===== config.mk =====
export PLATFORM = sky130hd
export DESIGN_NAME = uart_top
export DESIGN_NICKNAME = d
export VERILOG_FILES = /design/src/rtl/uart_pkg.sv /design/src/rtl/uart_rx_fifo.sv /design/src/rtl/uart_top.sv
export SDC_FILE = /design/constraint.sdc
export NUM_CORES = 1
export LEC_CHECK = 0
export CELL_PAD_IN_SITES_DETAIL_PLACEMENT = 1
export CELL_PAD_IN_SITES_GLOBAL_PLACEMENT = 1
export CORE_UTILIZATION = 40
export DETAILED_ROUTE_END_ITERATION = 6
export GPL_ROUTABILITY_DRIVEN = 0
export PLACE_DENSITY = 0.6
export SLEW_MARGIN = 10
export SYNTH_ARGS = -nofsm -noshare
export SYNTH_HDL_FRONTEND = slang
export SYNTH_SLANG_ARGS = --single-unit
export TNS_END_PERCENT = 5

===== constraint.sdc =====
create_clock -name clk -period 2.58 [get_ports clk]
set_input_delay 0.516 -clock clk [delete_from_list [all_inputs] [get_ports clk]]
set_output_delay 0.516 -clock clk [all_outputs]
set_load 0.02 [all_outputs]

===== src/rtl/uart_pkg.sv =====
// uart_pkg: shared types and default constants for the receive-only UART.
//   rx_state_t        : receive FSM state encoding
//   DEF_CLKS_PER_BIT  : default system clocks per serial bit
//   DEF_DATA_BITS     : default payload bits per frame
package uart_pkg;

    typedef enum logic [2:0] {
        IDLE   = 3'd0,
        START  = 3'd1,
        DATA   = 3'd2,
        PARITY = 3'd3,
        STOP   = 3'd4
    } rx_state_t;

    localparam int DEF_CLKS_PER_BIT = 7;
    localparam int DEF_DATA_BITS    = 8;

endpackage


===== src/rtl/uart_rx_fifo.sv =====
// uart_rx_fifo: synchronous FIFO holding received bytes.
//   clk      : system clock, rising edge
//   reset    : synchronous active-low reset (pointers and read register)
//   wr_en    : push wr_data (ignored when full)
//   wr_data  : byte to push
//   rd_en    : pop head into rd_data (ignored when empty)
//   rd_data  : most recently popped byte, held between pops
//   empty    : no entries stored
//   full     : FIFO_DEPTH entries stored
module uart_rx_fifo
    import uart_pkg::*;
#(
    parameter int DATA_W     = DEF_DATA_BITS,
    parameter int FIFO_DEPTH = 16
) (
    input  logic              clk,
    input  logic              reset,
    input  logic              wr_en,
    input  logic [DATA_W-1:0] wr_data,
    input  logic              rd_en,
    output logic [DATA_W-1:0] rd_data,
    output logic              empty,
    output logic              full
);

    localparam int AW = $clog2(FIFO_DEPTH);

    logic [DATA_W-1:0] mem [FIFO_DEPTH];
    // Extra MSB distinguishes full from empty when the index bits match.
    logic [AW:0]       wptr;
    logic [AW:0]       rptr;
    logic              do_wr;
    logic              do_rd;

    assign empty = (wptr == rptr);
    assign full  = (wptr[AW] != rptr[AW]) && (wptr[AW-1:0] == rptr[AW-1:0]);
    assign do_wr = wr_en && !full;
    assign do_rd = rd_en && !empty;

    always_ff @(posedge clk) begin
        if (!reset) begin
            wptr    <= '0;
            rptr    <= '0;
            rd_data <= '0;
        end else begin
            if (do_wr) begin
                wptr <= wptr + 1'b1;
            end
            if (do_rd) begin
                rptr    <= rptr + 1'b1;
                rd_data <= mem[rptr[AW-1:0]];
            end
        end
    end

    // Storage carries no reset; only pointer state defines validity.
    always_ff @(posedge clk) begin
        if (do_wr) begin
            mem[wptr[AW-1:0]] <= wr_data;
        end
    end

endmodule


===== src/rtl/uart_top.sv =====
// uart_top: receive-only UART with integrated receive FIFO.
//   clk      : system clock, rising edge
//   reset    : synchronous active-low reset
//   rd_en    : pop request from the client
//   d_out    : most recently popped byte
//   rx       : asynchronous serial input, idles high
//   rx_empty : receive FIFO holds no bytes
// Frames failing parity or stop-bit checks, or arriving while the FIFO is
// full, are dropped without any indication.
module uart_top
    import uart_pkg::*;
#(
    parameter int CLKS_PER_BIT = DEF_CLKS_PER_BIT,
    parameter int DATA_BITS    = DEF_DATA_BITS,
    parameter int PARITY_EN    = 1,
    parameter int PARITY_ODD   = 0,
    parameter int FIFO_DEPTH   = 16
) (
    input  logic                 clk,
    input  logic                 reset,
    input  logic                 rd_en,
    output logic [DATA_BITS-1:0] d_out,
    input  logic                 rx,
    output logic                 rx_empty
);

    localparam int TW = $clog2(CLKS_PER_BIT);
    localparam int BW = $clog2(DATA_BITS + 1);
    localparam logic [TW-1:0] FULL_T   = TW'(CLKS_PER_BIT - 1);
    localparam logic [TW-1:0] HALF_T   = TW'(CLKS_PER_BIT / 2 - 1);
    localparam logic [BW-1:0] LAST_BIT = BW'(DATA_BITS - 1);
    localparam logic          ODD      = (PARITY_ODD != 0);

    // True when the received parity bit disagrees with the selected mode.
    function automatic logic parity_bad(input logic [DATA_BITS-1:0] d,
                                        input logic p);
        return ((^d) ^ p) != ODD;
    endfunction

    rx_state_t            state;
    rx_state_t            state_nxt;
    logic                 rx_p0;
    logic                 rx_p1;
    logic                 rx_s;
    logic [TW-1:0]        timer;
    logic                 timer_done;
    logic [BW-1:0]        bit_cnt;
    logic [DATA_BITS-1:0] shreg;
    logic                 bad;
    logic                 wr_en;
    logic                 fifo_full;

    // Stage p0/p1: two-flop synchroniser, idles at the line's high level.
    always_ff @(posedge clk) begin
        if (!reset) begin
            rx_p0 <= 1'b1;
            rx_p1 <= 1'b1;
        end else begin
            rx_p0 <= rx;
            rx_p1 <= rx_p0;
        end
    end

    assign rx_s = rx_p1;

    // START waits half a bit to land on the start-bit centre; every later
    // state waits a whole bit, keeping subsequent samples mid-bit.
    assign timer_done = (state == START) ? (timer == HALF_T) : (timer == FULL_T);

    always_ff @(posedge clk) begin
        if (!reset) begin
            state <= IDLE;
        end else begin
            state <= state_nxt;
        end
    end

    always_comb begin
        state_nxt = state;
        unique case (state)
            IDLE: begin
                if (!rx_s) state_nxt = START;
            end
            START: begin
                if (timer_done) state_nxt = rx_s ? IDLE : DATA;
            end
            DATA: begin
                if (timer_done && bit_cnt == LAST_BIT)
                    state_nxt = (PARITY_EN != 0) ? PARITY : STOP;
            end
            PARITY: begin
                if (timer_done) state_nxt = STOP;
            end
            STOP: begin
                if (timer_done) state_nxt = IDLE;
            end
            default: state_nxt = IDLE;
        endcase
    end

    always_comb begin
        wr_en = 1'b0;
        if (state == STOP && timer_done && rx_s && !bad && !fifo_full)
            wr_en = 1'b1;
    end

    // Frame control: bit timer, bit counter and error flag.
    always_ff @(posedge clk) begin
        if (!reset) begin
            timer   <= '0;
            bit_cnt <= '0;
            bad     <= 1'b0;
        end else begin
            if (state == IDLE || timer_done) begin
                timer <= '0;
            end else begin
                timer <= timer + 1'b1;
            end
            if (state == IDLE) begin
                bit_cnt <= '0;
                bad     <= 1'b0;
            end else if (state == DATA && timer_done) begin
                bit_cnt <= bit_cnt + 1'b1;
            end else if (state == PARITY && timer_done) begin
                bad <= parity_bad(shreg, rx_s);
            end
        end
    end

    // Shift right so the first (LSB) sample ends up in bit 0.
    always_ff @(posedge clk) begin
        if (state == DATA && timer_done) begin
            shreg <= {rx_s, shreg[DATA_BITS-1:1]};
        end
    end

    uart_rx_fifo #(
        .DATA_W     (DATA_BITS),
        .FIFO_DEPTH (FIFO_DEPTH)
    ) u_fifo (
        .clk     (clk),
        .reset   (reset),
        .wr_en   (wr_en),
        .wr_data (shreg),
        .rd_en   (rd_en),
        .rd_data (d_out),
        .empty   (rx_empty),
        .full    (fifo_full)
    );

endmodule


==> metrics.txt, run 1 <==
status=finished, final reports clean; Post-synth EDFFs=136; filler cell count=1553; Reg2Reg Depth=6; synthesized area=0.00670 mm²; setup bufs post-CTS=0; # DRC=0; vias per inst=5.33; flop-to-flop setup slack=0.26 ns; initial antenna violation count=0; first-pass GRT wire length=22.0 mm; share of layout cells above drive strength 1=0.227; CP required=2.71 ns; wire length per cell=21.4 µm; FF-to-FF End=u_fifo.mem[12][2]$_DFFE_PP_; Starting DRT DRC Count=233; count of pins over their slew limit=0; Yosys reg bits=167; total power=5.32 mW; syn_nets=403; Final Util=0.482; Syn. warnings=0; Synth top area share=0.610; IO buf count=12; worst r2r src=state[0]$_SDFFE_PN0P_; H-tree levels=4; Fin. Hold Viols=0; post-route ant nets=0; Die W=131 µm; Async S/R FF share, synth=0; PD cells=685 mW/mm²; Slew HR=0.313; Clock Skew=0.00660 ns; HPWL after DPL=9.23 mm; Post-Route WL=14.1 mm; DRT Pass-1 Iters=5; Setup Viol. Count Final=0; Area growth, synth to finish=16.0%; vias in the first global route=3741; NumNets Final=445; final worst setup slack=0.260 ns; Yosys top cell by area=edfxtp_1; Die ar.=0.0173 mm²; RSZ-0062 raised after global routing=false; Setup crit start=state[0]$_SDFFE_PN0P_; period utilization=0.899; Critical Path Sink Type=register; DP Cell Count=630; critical path peak fanout=10; Synth cell types=47; Finished Layout Cells=661; Clock Tree Buf Depth=2; crit path time final=2.32 ns; CTS Buf Count=17; CTS sink count=167; setup TNS=0 ns; critical path startpoint category=register; TritonCTS clock tree=done; Top Ports=13; CP Capture Point=u_fifo.mem[12][2]$_DFFE_PP_; Syn Area/Cell=17.1 µm²; Via Count=3524; FMAX=431 MHz; clk slew on worst S/H paths=0.06 ns; core footprint=0.0161 mm²; Root Buffer=clkbuf_16; top-count cell post-synth=edfxtp_1; critical path type=reg2reg; GRT overflow=0; Arr. time, crit path=2.45 ns; Slew @ Worst Pin=1.02 ns; CTS resizes=3; row cnt=46; largest net degree at the start of global routing=36; Leak=2.46 nW; largest cells by area after synthesis=edfxtp_1, mux4_2, dfxtp_1; diodes inserted=0; Worst VDD drop=0.000482 V; Syn Inst Count=391; Die Y=131 µm; Min-Delay Path Class=reg2reg; pre-CTS WS=0.257 ns; Total Routing Usage GR=0.177; MaxCap Viol Count=0; ys flop type=edfxtp_1; hold buffer count at CTS=0; Starting Density=0.416; most frequent cells after synthesis=edfxtp_1, mux4_2, dfxtp_1, nor2_1, nand2_1; post-synthesis sequential area ratio=0.702; clock latency on the worst-skew pair=0.42 ns
metal layers:
metal / vias up / share of wire / track usage
li1: 1615 / - / -
met1: 1841 / 0.45 / 0.224
met2: 48 / 0.50 / 0.295
met3: 20 / 0.031 / 0.0355
met4: 0 / 0.022 / 0.0775
met5: - / 0 / 0
final cells by class:
cell class | instances | area [µm²] | area share
clock inverters | 13 | 133 | 0.0171
multi-input cells | 198 | 1850 | 0.238
clock buffers | 18 | 429 | 0.0552
flip-flops and latches | 167 | 4710 | 0.606
inverters | 7 | 26.3 | 0.00338
well taps | 216 | 270 | 0.0348
repair buffers | 42 | 357 | 0.0459
worst max-delay path: stages (launching register included):
cell      delay (ns)
dfxtp_1         0.54
nor3b_4         0.28
xor2_2          0.28
o2111a_1        0.37
nand2_1         0.14
nor2_1          0.18
buf_4           0.22
through the flow:
step | hold WS [ns] | area, µm²
after floorplan | 0.386 | 6700
after global placement | 0.398 | 7210
after detailed placement | 0.403 | 7210
after CTS | 0.416 | 7770
after global routing | 0.420 | 7770
final | 0.414 | 7770
worst min path at each step:
stage                     cells after the start                to             start  slack (ns)
after detailed placement                      1  rx_p1$_SDFF_PN1_  rx_p0$_SDFF_PN1_        0.40
after floorplan                               1  rx_p1$_SDFF_PN1_  rx_p0$_SDFF_PN1_        0.39
final                                         1  rx_p1$_SDFF_PN1_  rx_p0$_SDFF_PN1_        0.41
after global placement                        1  rx_p1$_SDFF_PN1_  rx_p0$_SDFF_PN1_        0.40
after CTS                                     1  rx_p1$_SDFF_PN1_  rx_p0$_SDFF_PN1_        0.42
after global routing                          1  rx_p1$_SDFF_PN1_  rx_p0$_SDFF_PN1_        0.42
where the power goes:
group          internal, mW  switching (mW)  total, mW
clock network          1.41            1.00       2.41
registers              2.87         0.00466       2.88
logic                0.0129          0.0176     0.0305
cells by family (layout without fill, tap and decap cells):
group,after synthesis,count (layout),share of synthesized area
compound gates,46,46,0.0497
xor+xnor,20,20,0.0293
fa+ha+maj,8,8,0.0149
mux,38,38,0.117
flops,167,167,0.702
buf+inv,26,80,0.0217
simple gates,86,86,0.0652
state kept, by name, summed over array words and instances, names as in the netlist, 3 cells and up:
register,count
bit_cnt,4
u_fifo.rd_data,8
u_fifo.wptr,5
u_fifo.mem,128
shreg,8
u_fifo.rptr,5
state,3
timer,3
layout by cell type, fill, tap and decap left out, types with 9 or more instances in the layout:
master           synthesis  routed
buf_4                    1      29
xnor2_1                 16      16
nor3_1                   9       9
a21oi_1                 11      11
nor2_1                  26      26
nand2_1                 22      22
clkdlybuf4s50_1          0      11
clkbuf_16                0      17
mux4_2                  32      32
edfxtp_1               136     136
dfxtp_1                 31      28
Power figures use the tool's default switching activity.
==> run 2: changes to the inputs <==
--- a/config.mk
+++ b/config.mk
@@ -8,6 +8,7 @@
 export CELL_PAD_IN_SITES_DETAIL_PLACEMENT = 1
 export CELL_PAD_IN_SITES_GLOBAL_PLACEMENT = 1
 export CORE_UTILIZATION = 40
+export CTS_CLUSTER_DIAMETER = 120
 export DETAILED_ROUTE_END_ITERATION = 6
 export GPL_ROUTABILITY_DRIVEN = 0
 export PLACE_DENSITY = 0.6
==> results of run 2 <==
The final DEF is identical to that of run 1; final timing and power are the same.
